===== src/rtl/mips_mdu.sv =====
// Multi-cycle MIPS multiply/divide unit holding HI/LO; 32 iterations per operation.
// Define MDU_DIV_EN to build the restoring divider (DIV/DIVU); otherwise divide requests are ignored.
module mips_mdu (
  input  logic        clk,
  input  logic        reset,
  input  logic        start,
  input  logic [1:0]  op,
  input  logic [31:0] S,
  input  logic [31:0] T,
  input  logic        hi_we,
  input  logic        lo_we,
  output logic        busy,
  output logic        done,
  output logic [31:0] HI,
  output logic [31:0] LO
);

  localparam int unsigned XLEN = 32;
  localparam int unsigned PW   = 2 * XLEN;
  localparam int unsigned CW   = 6;

  typedef enum logic {IDLE, RUN} state_t;

  state_t            r_state, w_state_nx;
  logic [CW-1:0]     r_cnt;
  logic [XLEN-1:0]   r_a, r_q, r_m;
  logic [XLEN-1:0]   r_hi, r_lo;
  logic              r_busy, r_done;
  logic              r_neg_lo;

  logic              w_op_ok, w_accept, w_last, w_mt;
  logic              w_signed, w_s_neg, w_t_neg;
  logic [XLEN-1:0]   w_s_mag, w_t_mag;
  logic [XLEN:0]     w_sum;
  logic [XLEN-1:0]   w_a_nx, w_q_nx;
  logic [PW-1:0]     w_prod;
  logic [XLEN-1:0]   w_hi_res, w_lo_res;

`ifdef MDU_DIV_EN
  logic              r_div, r_neg_hi;
  logic [XLEN:0]     w_shift, w_diff;
  assign w_op_ok = 1'b1;
`else
  assign w_op_ok = ~op[1];
`endif

  // MULT and DIV (op[0]=0) work on magnitudes; signs are reapplied on the final edge
  assign w_signed = ~op[0];
  assign w_s_neg  = w_signed & S[XLEN-1];
  assign w_t_neg  = w_signed & T[XLEN-1];
  assign w_s_mag  = w_s_neg ? (~S + XLEN'(1)) : S;
  assign w_t_mag  = w_t_neg ? (~T + XLEN'(1)) : T;

  // State register
  always_ff @(posedge clk or posedge reset) begin
    if (reset) r_state <= IDLE;
    else       r_state <= w_state_nx;
  end

  // Next-state and control decode
  always_comb begin
    w_state_nx = r_state;
    w_accept   = 1'b0;
    w_last     = 1'b0;
    w_mt       = 1'b0;
    case (r_state)
      IDLE: begin
        w_mt = ~start;
        if (start && w_op_ok) begin
          w_accept   = 1'b1;
          w_state_nx = RUN;
        end
      end
      RUN: begin
        if (r_cnt == CW'(XLEN - 1)) begin
          w_last     = 1'b1;
          w_state_nx = IDLE;
        end
      end
      default: w_state_nx = IDLE;
    endcase
  end

  // One iteration: add-then-shift-right for multiply, shift-left-then-trial-subtract for divide
  always_comb begin
    w_sum  = {1'b0, r_a} + (r_q[0] ? {1'b0, r_m} : '0);
    w_a_nx = w_sum[XLEN:1];
    w_q_nx = {w_sum[0], r_q[XLEN-1:1]};
`ifdef MDU_DIV_EN
    w_shift = {r_a, r_q[XLEN-1]};
    w_diff  = w_shift - {1'b0, r_m};
    if (r_div) begin
      w_a_nx = w_diff[XLEN] ? w_shift[XLEN-1:0] : w_diff[XLEN-1:0];
      w_q_nx = {r_q[XLEN-2:0], ~w_diff[XLEN]};
    end
`endif
  end

  // Sign-corrected result from the last iteration, so HI/LO land on the final edge
  always_comb begin
    w_prod = {w_a_nx, w_q_nx};
    if (r_neg_lo) w_prod = ~w_prod + PW'(1);
    w_hi_res = w_prod[PW-1:XLEN];
    w_lo_res = w_prod[XLEN-1:0];
`ifdef MDU_DIV_EN
    if (r_div) begin
      w_hi_res = r_neg_hi ? (~w_a_nx + XLEN'(1)) : w_a_nx;
      w_lo_res = r_neg_lo ? (~w_q_nx + XLEN'(1)) : w_q_nx;
    end
`endif
  end

  // Datapath, counter, HI/LO and status outputs
  always_ff @(posedge clk or posedge reset) begin
    if (reset) begin
      r_a      <= '0;
      r_q      <= '0;
      r_m      <= '0;
      r_cnt    <= '0;
      r_neg_lo <= 1'b0;
      r_busy   <= 1'b0;
      r_done   <= 1'b0;
      r_hi     <= '0;
      r_lo     <= '0;
`ifdef MDU_DIV_EN
      r_div    <= 1'b0;
      r_neg_hi <= 1'b0;
`endif
    end else begin
      r_busy <= (w_state_nx == RUN);
      r_done <= w_last;
      if (w_accept) begin
        r_a      <= '0;
        r_q      <= w_s_mag;
        r_m      <= w_t_mag;
        r_cnt    <= '0;
        // a zero divisor yields an all-ones quotient that must not be negated
        r_neg_lo <= (w_s_neg ^ w_t_neg) & (|T);
`ifdef MDU_DIV_EN
        r_div    <= op[1];
        r_neg_hi <= w_s_neg;
`endif
      end else if (r_state == RUN) begin
        r_a   <= w_a_nx;
        r_q   <= w_q_nx;
        r_cnt <= w_last ? '0 : r_cnt + CW'(1);
        if (w_last) begin
          r_hi <= w_hi_res;
          r_lo <= w_lo_res;
        end
      end else if (w_mt) begin
        if (hi_we) r_hi <= S;
        if (lo_we) r_lo <= S;
      end
    end
  end

  assign busy = r_busy;
  assign done = r_done;
  assign HI   = r_hi;
  assign LO   = r_lo;

endmodule

===== config.mk =====
export PLATFORM = sky130hd
export DESIGN_NAME = mips_mdu
export DESIGN_NICKNAME = d
export VERILOG_FILES = /design/src/rtl/mips_mdu.sv
export SDC_FILE = /design/constraint.sdc
export NUM_CORES = 1
export LEC_CHECK = 0
export CORE_AREA = 2 2 147 149
export CTS_BUF_LIST = sky130_fd_sc_hd__clkbuf_8
export DETAILED_ROUTE_END_ITERATION = 10
export DIE_AREA = 0 0 149 151
export PLACE_DENSITY = 0.89
export SKIP_CTS_REPAIR_TIMING = 1
export SYNTH_ARGS = -nofsm -noshare
export SYNTH_HDL_FRONTEND = slang
export SYNTH_SLANG_ARGS = --single-unit

===== constraint.sdc =====
create_clock -name clk -period 18.2 [get_ports clk]
set_clock_uncertainty 0.1 [all_clocks]
set_input_delay 5.46 -clock clk [delete_from_list [all_inputs] [get_ports clk]]
set_output_delay 5.46 -clock clk [all_outputs]
set_load 0.005 [all_outputs]

==> reports/metrics.yaml, run 1 <==
status: "finished clean"
endpoint_kind: "flop"
grt_max_degree: 93
grt_pass1_wl_um: 52200
area_growth_pct: 16.0
worst_ep_required_time_ns: 18.47
worstSetupPathType: "in2reg"
clkTransAtPathRegs_ns: 0.09
synthCells: 1432
gp_congestion: 0.895
p_switching_mw: 1.20
startpoint: "S[8]"
layout-drive-gt1-share_pct: 4.98
dpl.hpwl_um: 23400
rsz0062_at_grt: "false"
combPwrFrac_pct: 61.0
drv_cap: 0
min_period_ns: 8.77
grt_pass1_vias: 10400
clkPwrFrac_pct: 10.7
hold_ws_ns: 0.385
worstHoldStart: "HI[7]"
hold_class: "reg2reg"
yosysMostFrequentCell: "dfrtp_1"
critPathMaxFanout: 5
antennaDiodeCount: 0
core_area_sq_um: 20800
fin_crit_sh_pct: 48.2
ys_seq_area_share_pct: 35.9
cts_num_sinks: 169
max_freq_mhz: 114
finalSetupViolCount: 0
dominantRegCellSynth: "dfrtp_1"
nFillCells: 1755
vias: 11200
drt_iter0_markers: 1062
register_area_sq_um: 4230
worst_slack_ns: 9.43
post-synth-top-area-cell: "dfrtp_1"
cts_buffers: 17
slew_violations: 0
die_area_sq_um: 22500
first_pass_iters: 6
syn_area_sq_um: 11800
maxSlewHeadroom_pct: 24.7
track_usage_pct: 29.0
ios: 137
dp_slack_ns: 9.03
clock_path_buffers: 2
synthArstFlopShare_pct: 100
drt-vias-per-instance: 6.21
hold_viol: 0
syn_nets: 1540
synth_top_area_share_pct: 35.9
ys_top_cells_by_count: "169 x dfrtp_1, 158 x nor2_1, 142 x a21oi_1, 142 x nand2_1, 122 x o21ai_0"
ys_types: 72
synthTopCellsByArea: "dfrtp_1 36%, a21oi_1 6.0%, xor2_1 5.9%"
die_x_um: 149
cts_tree: "done"
setup_tns_ns: 0
switching_share_pct: 46.9
arrival_ns: 9.05
cp-start-kind: "input port"
p_per_area_nw_per_um2: 186
portBuffers: 136
wl_um: 32100
p_seq_share_pct: 28.4
drt_drc_violations_left: 0
tightest_slew_ns: 1.13
multi_input_area_sq_um: 7170
final_antenna_net_count: 0
initial_core_util_pct: 56.6
finalPower_mw: 2.55
power.leakage_nw: 5.84
ys_ff_latch: 169
cts_root_buffer: "clkbuf_8"
peakVddDrop_mv: 0.0844
synth-edff-count: 0
yosys_warnings: 0
nNetsFinal: 1621
clk_latency_ns: 0.49
finalNonFillerCells: 1801
antenna_found_initial: 0
synth_area_per_cell_sq_um: 8.24
htree_levels: 4
fp-row-count: 53
post-place-cells: 1769
reg2reg_from: "r_q[0]"
grt_overflow: 0
wl_per_cell_um: 17.8
p_int_mw: 1.35
fp.dieH_um: 151
## stage by stage
stage	utilization [%]	area, sq um
floorplan	-	11800
global placement	63.8	13300
detailed placement	63.8	13300
CTS	65.7	13700
global route	65.7	13700
finish	65.7	13700
## power by group through the flow
stage | Combinational, mW | Sequential (mW) | Clock [mW]
CTS | 1.53 | 0.718 | 0.273
detailed placement | 1.53 | 0.723 | 0
global route | 1.71 | 0.743 | 0.292
finish | 1.55 | 0.723 | 0.272
floorplan | 1.10 | 0.676 | 0
global placement | 1.48 | 0.715 | 0
## area by class of cell
cell class / count / area share (%)
clock buffers: 20 / 2.01
clock inverters: 12 / 0.823
inverters: 25 / 0.722
multi-input cells: 1153 / 52.4
flip-flops and latches: 169 / 30.9
well taps: 275 / 2.51
repair buffers: 147 / 10.6
## registers in the layout (all words and copies together) (netlist names)
register  cells
HI           32
LO           32
busy          1
done          1
r_a          32
r_cnt         6
r_m          32
r_neg_lo      1
r_q          32
## worst max-delay path: stages
cell and delay (ns):
clkdlybuf4s50_1 0.52, or4_1 0.63, or4_1 0.46, nand4b_1 0.21
or3_1 0.39, nor4_1 0.57, and2_1 0.31, a21oi_1 0.10
xor2_1 0.17, nor2_1 0.11, o21ai_0 0.10
## placed cells by master, fill, tap and decap left out, types with 11 or more instances in the layout
cell / n
nor4_1: 15
clkbuf_8: 20
clkdlybuf4s50_1: 136
nor3_1: 36
xor2_1: 79
and2_1: 39
or3_1: 19
a22o_1: 23
dfrtp_1: 168
a21o_1: 43
a211oi_1: 36
o21ai_0: 122
nand2_1: 142
nand4_1: 14
inv_1: 25
a21oi_1: 140
nand2b_1: 15
xnor2_1: 58
ha_1: 36
o31ai_1: 25
a31oi_1: 11
nor2_1: 156
buf_4: 11
## routing by layer
layer	up-vias	routed length [um]	GRT usage, %
met5	-	0	0
met4	0	791	9.71
met3	68	2650	4.94
met2	520	15100	47.0
met1	5278	13600	39.6
li1	5311	-	-
## logic make-up (layout without fill, tap and decap cells)
family / after synthesis / after routing / share of synthesized area, %
compound gates: 478 / 478 / 25.7
xor+xnor: 137 / 137 / 10.2
fa+ha+maj: 37 / 37 / 3.99
buf+inv: 110 / 204 / 3.53
flops: 169 / 169 / 35.9
mux: 8 / 8 / 0.690
simple gates: 493 / 493 / 20.1
## final timing paths
| kind | endpoint | slack [ns] | cells past startpoint |
|---|---|---|---|
| min in group asynchronous | r_m[7] | 5.42 | 2 |
| hold / removal | HI[7] | 0.38 | 1 |
| max in group asynchronous | busy | 10.96 | 3 |
| setup / recovery | r_q[25] | 9.43 | 11 |
| hold reg to reg | HI[7] | 0.38 | 1 |
| setup reg to reg | HI[27] | 13.16 | 13 |
Note: power is estimated with default switching activity, not from simulation.
==> run 2: changes to the inputs <==
==> constraint.sdc (replaced) <==
create_clock -name clk -period 8.1 [get_ports clk]
set_clock_uncertainty 0.1 [all_clocks]
set_input_delay 2.43 -clock clk [delete_from_list [all_inputs] [get_ports clk]]
set_output_delay 2.43 -clock clk [all_outputs]
set_load 0.005 [all_outputs]
==> run 2 against run 1 <==
Against the previous run: global-route usage down 0.14 points; worst setup slack worse by 7.1 ns; sequential share of layout area down 0.068 points; combinational power up 120%; total power up 130%; critical path depth unchanged; cell area up 0.22%; sequential power up 120%; sequential cell count unchanged; routed wire length down 0.22%; count of clock-buffer cells in the layout down 2; worst hold slack about the same; critical endpoint unchanged; highest routed layer unchanged.
==> reports/metrics.yaml, run 2 (same netlist as run 1, synthesis figures left out) <==
min_period_ns: 5.82
track_usage_pct: 28.8  # -0.14 points
nNetsFinal: 1622  # +0.062%
path_cells: "clkdlybuf4s50_1, or4_1, or4_1, nand4b_1, or3_1, nor4_1, and2_1, a21oi_1, xor2_1, nor2_1, o21ai_0"
worstSetupPathType: "in2reg"
mostFrequentLayoutCells: "168 x dfrtp_1, 156 x nor2_1, 142 x nand2_1"
core_area_sq_um: 20800  # unchanged
ios: 137  # unchanged
grt_pass1_vias: 10300  # -0.78%
multi_input_area_sq_um: 7170  # unchanged
cp_common_cell: "or4_1"
place_area_sq_um: 13300  # about the same
cts_tree: "done"
nFillCells: 1728  # -1.5%
clk_latency_ns: 0.48  # about the same
finalPower_mw: 5.75  # +130%
grt_pass1_wl_um: 51900  # -0.45%
drt_drc_violations_left: 0  # unchanged
status: "finished clean"
gp_congestion: 0.898  # +0.32%
final_antenna_net_count: 0  # unchanged
worst_ep_required_time_ns: 8.40  # -10.07 ns
slew_violations: 0  # unchanged
clock_path_buffers: 2  # unchanged
cts_buffers: 17  # unchanged
register_area_sq_um: 4230  # unchanged
die_x_um: 149  # unchanged
cts_root_buffer: "clkbuf_8"
fp.dieH_um: 151  # unchanged
hold_ws_ns: 0.385  # +0.0000950 ns
grt_max_degree: 93  # unchanged
drt-vias-per-instance: 6.19  # -0.19%
first_pass_iters: 6  # unchanged
fp-row-count: 53  # unchanged
rsz0062_at_grt: "false"
slowest_stage: "or4_1"
max_freq_mhz: 172
setup_tns_ns: 0  # unchanged
clkTransAtPathRegs_ns: 0.10  # about the same
antenna_found_initial: 0  # unchanged
portBuffers: 136  # unchanged
fin_crit_sh_pct: 71.8
power.leakage_nw: 5.86  # +0.31%
layout-drive-gt1-share_pct: 5.11  # +0.13 points
postLayoutCellArea_sq_um: 13700  # +0.22%
maxSlewHeadroom_pct: 25.1  # +0.42 points
antennaDiodeCount: 0  # unchanged
wl_per_cell_um: 17.8  # -0.28%
wl_um: 32100  # -0.22%
mostFrequentLayoutCell: "dfrtp_1"
max_stage_delay_ns: 0.63  # about the same
grt_overflow: 0  # unchanged
peakVddDrop_mv: 0.171  # +100%
drv_cap: 0  # unchanged
vias: 11200  # -0.13%
cp_num_buf_inv: 1  # unchanged
area_growth_pct: 16.3
drt_iter0_markers: 1103  # +3.9%
tightest_slew_ns: 1.12  # -0.00634 ns
critical_path.top_delay_family: "simple AND/OR/NAND/NOR gates"
finalSetupViolCount: 0  # unchanged
p_per_area_nw_per_um2: 419  # +120%
initial_core_util_pct: 56.6  # unchanged
cp-start-kind: "input port"
endpoint_kind: "flop"
cts_num_sinks: 169  # unchanged
arrival_ns: 6.12  # -2.93 ns
dpl.hpwl_um: 23500  # +0.61%
critPathMaxFanout: 5  # unchanged
die_area_sq_um: 22500  # unchanged
hold_class: "reg2reg"
hold_viol: 0  # unchanged
htree_levels: 4  # unchanged
## run 2: cell count changes in the layout (fill, tap and decap cells not counted), sizes merged
cell	change
buf	+1
bufinv	+1
clkbuf	-2
clkinv	+4
clkinvlp	-2
inv	-1
## run 2: worst register-to-register path, stage by stage (launching register included)
cell and delay [ns]:
dfrtp_1 0.71, and2_1 0.37, ha_1 0.22, fa_1 0.42, a21o_1 0.19, a221o_1 0.42, a21oi_2 0.32, o21bai_1 0.15
xor2_1 0.23, or4_1 0.66, nor4_2 0.57, a31oi_1 0.20, xnor2_1 0.17, a221oi_1 0.28
## run 2: worst paths after layout
check,start,to,slack [ns],depth (start not counted)
max,S[8],r_q[25],2.28,11
min,LO[13],LO[13],0.39,1
max reg2reg,r_q[0],HI[27],2.98,13
min reg2reg,LO[13],LO[13],0.39,1
max in group asynchronous,reset,busy,4.23,3
min in group asynchronous,reset,HI[8],2.22,2
## run 2: layout make-up
| type | instances | share of cell area (%) |
|---|---|---|
| clock buffer | 18 | 1.81 |
| clock inverter | 14 | 1.19 |
| inverter | 25 | 0.721 |
| multi-input combinational | 1153 | 52.3 |
| sequential | 169 | 30.9 |
| tap | 275 | 2.51 |
| timing repair buffer | 148 | 10.6 |
## run 2: report_power, final
part	switching, mW	internal [mW]	leakage [nW]
Clock	0.351	0.290	0.209
Combinational	1.98	1.51	3.62
Sequential	0.361	1.26	2.03
Total	2.69	3.06	5.86
## run 2: per-stage QoR
| stage | util (%) | instances | worst slack [ns] |
|---|---|---|---|
| detailed placement | 63.9 | 1770 | 1.95 |
| global route | 65.9 | 1802 | 2.08 |
| CTS | 65.9 | 1802 | 2.39 |
| floorplan | - | 1432 | 0.995 |
| finish | 65.9 | 1802 | 2.28 |
| global placement | 63.9 | 1770 | 2.02 |
## run 2: routing by layer
| layer | vias up | GRT usage (%) | wire, um |
|---|---|---|---|
| li1 | 5304 | - | - |
| met1 | 5277 | 39.2 | 13800 |
| met2 | 497 | 46.5 | 14900 |
| met3 | 84 | 4.49 | 2380 |
| met4 | 0 | 11.4 | 1070 |
| met5 | - | 0 | 0 |
